### config.mk
export PLATFORM = sky130hd
export DESIGN_NAME = conv_sched_flat
export DESIGN_NICKNAME = d
export VERILOG_FILES = /design/src/rtl/cnn_pkg.sv /design/src/rtl/conv_sched_if.sv /design/src/rtl/conv_sched_cnt.sv /design/src/rtl/conv_sched.sv /design/src/flat_wrapper.sv
export SDC_FILE = /design/constraint.sdc
export NUM_CORES = 1
export LEC_CHECK = 0
export CORE_MARGIN = 3
export CORE_UTILIZATION = 50
export DETAILED_ROUTE_END_ITERATION = 12
export GPL_ROUTABILITY_DRIVEN = 0
export PLACE_DENSITY = 0.76
export SLEW_MARGIN = 15
export SYNTH_ARGS = -nofsm -noshare
export SYNTH_HDL_FRONTEND = slang
export SYNTH_SLANG_ARGS = --single-unit
### constraint.sdc
create_clock -name clk -period 3.6 [get_ports clk]
set_input_delay 0.54 -clock clk [delete_from_list [all_inputs] [get_ports clk]]
set_output_delay 0.54 -clock clk [all_outputs]
set_load 0.02 [all_outputs]
### src/rtl/cnn_pkg.sv
// Shared definitions for the convolution window scheduler.
// Holds the scheduler state encoding, kernel edge (KER), data width (DW)
// and the counter width (CW) used for row/column indices.
package cnn_pkg;

  localparam int unsigned KER = 3;
  localparam int unsigned DW  = 16;
  localparam int unsigned CW  = 8;

  typedef enum logic [2:0] {
    IDLE  = 3'd0,
    LOAD  = 3'd1,
    PRIME = 3'd2,
    RUN   = 3'd3,
    DONE  = 3'd4
  } state_t;

endpackage

### src/rtl/conv_sched_if.sv
// Control/handshake bundle between conv_sched and its environment.
// master : scheduler side (drives fil_load, send, win_valid, win_row,
//          win_col, busy, done and, with CONV_SCHED_PERF_EN, stall_cnt)
// slave  : environment side (drives start, abort, pass, win_ready)
interface conv_sched_if;
  import cnn_pkg::*;

  logic          start;
  logic          abort;
  logic          fil_load;
  logic          send;
  logic          pass;
  logic          win_valid;
  logic          win_ready;
  logic [CW-1:0] win_row;
  logic [CW-1:0] win_col;
  logic          busy;
  logic          done;
`ifdef CONV_SCHED_PERF_EN
  logic [DW-1:0] stall_cnt;
`endif

  modport master (
    input  start, abort, pass, win_ready,
`ifdef CONV_SCHED_PERF_EN
    output stall_cnt,
`endif
    output fil_load, send, win_valid, win_row, win_col, busy, done
  );

  modport slave (
    output start, abort, pass, win_ready,
`ifdef CONV_SCHED_PERF_EN
    input  stall_cnt,
`endif
    input  fil_load, send, win_valid, win_row, win_col, busy, done
  );

endinterface

### src/rtl/conv_sched_cnt.sv
// Modulo-MOD up counter with synchronous clear and enable.
// Ports: clk, rst (async, active-high), en (count), clr (clear, wins over en),
//        cnt (current value), wrap_c (en while cnt == MOD-1, combinational).
module conv_sched_cnt
  import cnn_pkg::*;
#(
  parameter int unsigned MOD = 16
) (
  input  logic          clk,
  input  logic          rst,
  input  logic          en,
  input  logic          clr,
  output logic [CW-1:0] cnt,
  output logic          wrap_c
);

  assign wrap_c = en && (cnt == CW'(MOD - 1));

  // Counter register: clear has priority, wrap returns to zero.
  always_ff @(posedge clk or posedge rst) begin
    if (rst) begin
      cnt <= '0;
    end else if (clr) begin
      cnt <= '0;
    end else if (en) begin
      cnt <= wrap_c ? '0 : cnt + CW'(1);
    end
  end

endmodule

### src/rtl/conv_sched.sv
// Convolution sweep scheduler: loads the filter, primes two columns per
// output row, then emits one 3x3 window per accepted column advance.
// Ports: clk, rst_n (async, active-HIGH despite the name),
//        bus (conv_sched_if.master: start, abort, fil_load, send, pass,
//        win_valid, win_ready, win_row, win_col, busy, done).
// Optional: CONV_SCHED_PERF_EN adds bus.stall_cnt (saturating count of
//           cycles with win_valid=1 and win_ready=0).
module conv_sched
  import cnn_pkg::*;
#(
  parameter int unsigned IMG = 14,
  parameter int unsigned PAD = 0
) (
  input  logic         clk,
  input  logic         rst_n,
  conv_sched_if.master bus
);

  localparam int unsigned SIZE = IMG + 2 * PAD;
  localparam int unsigned OUT  = SIZE - (KER - 1);

  state_t        state;
  logic          row_sent;
  logic [CW-1:0] col_cnt;
  logic [CW-1:0] row_cnt;
  logic          col_wrap_c;
  logic          row_wrap_c;
  logic          step_c;
  logic          take_c;
  logic          last_take_c;
  logic          cnt_clr_c;

  // send is decoded from registered state plus win_ready so that a stalled
  // window blocks the next column in the same cycle, while a consumed one
  // lets the next column go out immediately.
  assign bus.send = (state == PRIME) ||
                    ((state == RUN) && !row_sent && !(bus.win_valid && !bus.win_ready));

  assign step_c      = bus.send && bus.pass;
  assign take_c      = bus.win_valid && bus.win_ready;
  assign last_take_c = (state == RUN) && take_c && row_sent;
  assign cnt_clr_c   = bus.abort || (state == LOAD);

  conv_sched_cnt #(.MOD(SIZE)) u_col (
    .clk    (clk),
    .rst    (rst_n),
    .en     (step_c),
    .clr    (cnt_clr_c),
    .cnt    (col_cnt),
    .wrap_c (col_wrap_c)
  );

  conv_sched_cnt #(.MOD(OUT)) u_row (
    .clk    (clk),
    .rst    (rst_n),
    .en     (last_take_c),
    .clr    (cnt_clr_c),
    .cnt    (row_cnt),
    .wrap_c (row_wrap_c)
  );

  // Sweep FSM with registered outputs; abort overrides everything.
  always_ff @(posedge clk or posedge rst_n) begin
    if (rst_n) begin
      state         <= IDLE;
      row_sent      <= 1'b0;
      bus.fil_load  <= 1'b0;
      bus.win_valid <= 1'b0;
      bus.win_row   <= '0;
      bus.win_col   <= '0;
      bus.busy      <= 1'b0;
      bus.done      <= 1'b0;
    end else if (bus.abort) begin
      state         <= IDLE;
      row_sent      <= 1'b0;
      bus.fil_load  <= 1'b0;
      bus.win_valid <= 1'b0;
      bus.win_row   <= '0;
      bus.win_col   <= '0;
      bus.busy      <= 1'b0;
      bus.done      <= 1'b0;
    end else begin
      bus.fil_load <= 1'b0;
      bus.done     <= 1'b0;
      case (state)
        IDLE: begin
          if (bus.start) begin
            state        <= LOAD;
            bus.fil_load <= 1'b1;
            bus.busy     <= 1'b1;
          end
        end
        LOAD: begin
          state    <= PRIME;
          row_sent <= 1'b0;
        end
        PRIME: begin
          // Columns 0 and 1 only fill the window; the third column starts RUN.
          if (step_c && (col_cnt == CW'(1))) begin
            state <= RUN;
          end
        end
        RUN: begin
          if (take_c) begin
            bus.win_valid <= 1'b0;
          end
          if (step_c) begin
            bus.win_valid <= 1'b1;
            bus.win_row   <= row_cnt;
            bus.win_col   <= col_cnt - CW'(2);
            if (col_wrap_c) begin
              row_sent <= 1'b1;
            end
          end
          if (last_take_c) begin
            row_sent <= 1'b0;
            if (row_wrap_c) begin
              state    <= DONE;
              bus.done <= 1'b1;
              bus.busy <= 1'b0;
            end else begin
              state <= PRIME;
            end
          end
        end
        DONE: begin
          state <= IDLE;
        end
        default: begin
          state <= IDLE;
        end
      endcase
    end
  end

`ifdef CONV_SCHED_PERF_EN
  // Backpressure counter, restarted by each accepted start.
  always_ff @(posedge clk or posedge rst_n) begin
    if (rst_n) begin
      bus.stall_cnt <= '0;
    end else if (bus.start && (state == IDLE)) begin
      bus.stall_cnt <= '0;
    end else if (bus.win_valid && !bus.win_ready && (bus.stall_cnt != '1)) begin
      bus.stall_cnt <= bus.stall_cnt + DW'(1);
    end
  end
`endif

endmodule

### src/flat_wrapper.sv
// flat-port wrapper written by rule: the top's interface ports become plain ports
module conv_sched_flat import cnn_pkg::*;
#(
  parameter int unsigned IMG = 14,
  parameter int unsigned PAD = 0
)
  (clk, rst_n, bus_start, bus_abort, bus_pass, bus_win_ready, bus_fil_load, bus_send, bus_win_valid, bus_win_row, bus_win_col, bus_busy, bus_done);
  conv_sched_if bus_i ();
  input  logic clk;
  input  logic rst_n;
  input wire logic [$bits(bus_i.start)-1:0] bus_start;
  input wire logic [$bits(bus_i.abort)-1:0] bus_abort;
  input wire logic [$bits(bus_i.pass)-1:0] bus_pass;
  input wire logic [$bits(bus_i.win_ready)-1:0] bus_win_ready;
  output wire logic [$bits(bus_i.fil_load)-1:0] bus_fil_load;
  output wire logic [$bits(bus_i.send)-1:0] bus_send;
  output wire logic [$bits(bus_i.win_valid)-1:0] bus_win_valid;
  output wire logic [$bits(bus_i.win_row)-1:0] bus_win_row;
  output wire logic [$bits(bus_i.win_col)-1:0] bus_win_col;
  output wire logic [$bits(bus_i.busy)-1:0] bus_busy;
  output wire logic [$bits(bus_i.done)-1:0] bus_done;
  assign bus_i.start = bus_start;
  assign bus_i.abort = bus_abort;
  assign bus_i.pass = bus_pass;
  assign bus_i.win_ready = bus_win_ready;
  assign bus_fil_load = bus_i.fil_load;
  assign bus_send = bus_i.send;
  assign bus_win_valid = bus_i.win_valid;
  assign bus_win_row = bus_i.win_row;
  assign bus_win_col = bus_i.win_col;
  assign bus_busy = bus_i.busy;
  assign bus_done = bus_i.done;
  conv_sched #(.IMG(IMG), .PAD(PAD)) u_core (.clk(clk), .rst_n(rst_n), .bus(bus_i));
endmodule
==> impl_metrics.json <==
{
  "status": "finished clean",
  "synth.area.top_cells": "dfrtp_1 (50%), a22o_1 (7.0%), a21oi_1 (3.3%)",
  "drcViolationCount": 0,
  "hold_start": "u_core.bus.win_col[3]",
  "synth-seq-cells": 40,
  "syn_avg_cell_area_um2": 10.14,
  "yosysWarningCount": 0,
  "wl_met3_um": 215,
  "drv_cap": 0,
  "path_clk_slew_ns": 0.07,
  "detail-route-antenna-nets": 0,
  "drt_iter0_drc": 101,
  "fp.dieW_um": 69.06,
  "cts_root_buffer": "clkbuf_8",
  "rsz0062_at_grt": "no",
  "synth_area_um2": 1988,
  "yosys.area.top_type": "dfrtp_1",
  "cp.arrival_ns": 2.16,
  "clock_sinks": 40,
  "slew_violations": 0,
  "io_buffers": 26,
  "cts_resized": 0,
  "die_h_um": 69.06,
  "grt_use_total": 0.1905,
  "finalSetupTns_ns": 0,
  "ys_types": 40,
  "die_area_um2": 4769,
  "via_per_inst": 6.011,
  "wl_met1_mm": 1.977,
  "min_path_type": "reg2reg",
  "finalCritPeriodShare": 0.7493,
  "synth_top_area_share": 0.5035,
  "wl_met2_mm": 2.031,
  "yosysSeqAreaShare": 0.5035,
  "initial_core_util": 0.5311,
  "drt-total-wl_mm": 4.296,
  "peakVddDrop_uv": 223.7,
  "routed.top_layer": "met4",
  "fin_crit_ns": 2.697,
  "cp-start-kind": "flip-flop",
  "tightest_slew_ns": 1.016,
  "cp_slowest_cell": "clkdlybuf4s50_1",
  "grt-ovfl-total": 0,
  "grt_max_degree": 41,
  "p_leak_nw": 0.9828,
  "r2r_start": "u_core.state[1]",
  "ioPinCount": 27,
  "n_antenna_cell": 0,
  "crit_start": "u_core.state[1]",
  "cts_max_level": 2,
  "dp_hpwl_mm": 3.085,
  "syn_inst": 196,
  "critPathKind": "reg2out",
  "area_growth_pct": 20.77,
  "endpoint_kind": "output pin",
  "num_rows": 22,
  "clock_latency_ns": 0.31,
  "clk_path_buf_depth": 2,
  "crit_fanout": 8,
  "power_density_nw_per_um2": 378.2,
  "dr.pass1.iters": 4,
  "cts_hold_buf": 0,
  "fillers": 320,
  "cp.required_ns": 3.06,
  "syn-num-nets": 207,
  "final_common_cell": "dfrtp_1",
  "postCtsSetupBuffers": 0,
  "total_power_mw": 0.9081,
  "grt_pass1_wl_mm": 7.403,
  "crit_chain": "nor2b_1, and3_1, clkdlybuf4s50_1",
  "cts_buffers": 5,
  "cts_tree": "built",
  "skew_ns": 0.009580,
  "num-nets-final": 234,
  "coreArea_um2": 3744,
  "antenna_found_initial": 0,
  "setup_violations": 0,
  "routedWlPerCell_um": 15.79,
  "layout_common_cells": "dfrtp_1 (40), clkdlybuf4s50_1 (26), nand2_1 (16), a22o_1 (16)",
  "async_flop_share": 1.000,
  "hold_violations": 0,
  "max_stage_delay_ns": 0.60,
  "max_freq_mhz": 370.7,
  "synth_ff_type": "dfrtp_1",
  "drive_gt1_frac": 0.06250,
  "vias": 1635,
  "dpl.cell_count": 264,
  "synth_edf_count": 0,
  "timing.slew.headroom": 0.3202,
  "grt_pass1_vias": 1577,
  "stdcell_count": 272
}
==> per-layer routing <==
layer,track usage,vias up
met5,0,-
met4,0.08677,0
met3,0.03790,8
met2,0.3083,41
met1,0.2460,797
li1,-,789
==> final cells by class <==
| class | instances | area [µm²] | area share |
|---|---|---|---|
| clock buffers | 5 | 68.82 | 0.02866 |
| flip-flops and latches | 40 | 1001 | 0.4169 |
| multi-input cells | 142 | 927.1 | 0.3861 |
| well taps | 48 | 60.06 | 0.02501 |
| clock inverters | 3 | 46.29 | 0.01928 |
| inverters | 6 | 22.52 | 0.009380 |
| repair buffers | 28 | 275.3 | 0.1146 |
==> sequential cells by signal (all words and copies together), names as in the netlist <==
| register | count |
|---|---|
| u_core.row_sent | 1 |
| u_core.state | 3 |
| u_core.u_row.cnt | 8 |
| u_core.bus.done | 1 |
| u_core.u_col.cnt | 8 |
| u_core.bus.win_col | 8 |
| u_core.bus.win_valid | 1 |
| u_core.bus.win_row | 8 |
| u_core.bus.busy | 1 |
| u_core.bus.fil_load | 1 |
==> through the flow <==
step                      hold slack, ns  setup WS, ns  instance area (µm²)  utilization
after detailed placement          0.4934         1.014                 2286       0.6106
final                             0.5085        0.9027                 2401       0.6414
after global routing              0.5173        0.8126                 2401       0.6414
after floorplan                   0.5055         1.997                 1988            -
after global placement            0.4869         1.036                 2286       0.6106
after CTS                         0.5129        0.9075                 2401       0.6414
==> final timing paths <==
kind / end / slack, ns / cells past startpoint
worst max-delay path: bus_send / 0.90 / 3
worst min-delay path: u_core.bus.win_col[3] / 0.51 / 1
worst max register to register: u_core.u_col.cnt[7] / 1.47 / 4
worst min register to register: u_core.bus.win_col[3] / 0.51 / 1
max in group asynchronous: u_core.state[1] / 2.60 / 3
min in group asynchronous: u_core.bus.win_row[7] / 0.66 / 3
==> cells by family after synthesis <==
logic type | share of synthesized area
buffers and inverters | 0.03020
AO/OA/AOI/OAI | 0.1561
adder cells (fa/ha/maj) | 0.03147
AND/OR/NAND/NOR | 0.2480
XOR/XNOR | 0.03084
flip-flops | 0.5035
==> cells in the mapped netlist (all sizes together), types with 4 or more instances <==
| master | number |
|---|---|
| nor3b | 4 |
| dfrtp | 40 |
| nor2 | 13 |
| a21oi | 13 |
| clkbuf | 4 |
| o31ai | 4 |
| nand2 | 16 |
| xor2 | 4 |
| inv | 6 |
| a22o | 16 |
| ha | 5 |
| buf | 4 |
| nor3 | 5 |
| nand3 | 9 |
| nor4 | 4 |
| o21ai | 6 |
| nand4 | 10 |
==> worst max-delay path, delay by kind of cell, from the launching register on <==
family	cells	cell delay (ns)
simple gates	2	0.77
buf+inv	1	0.60
flops	1	0.48
==> power breakdown <==
group / internal [mW] / total, mW / switching [mW]
Combinational: 0.0248 / 0.0685 / 0.0437
Clock: 0.209 / 0.377 / 0.169
Sequential: 0.455 / 0.462 / 0.00721
Total: 0.689 / 0.908 / 0.220
Power figures use the tool's default switching activity.
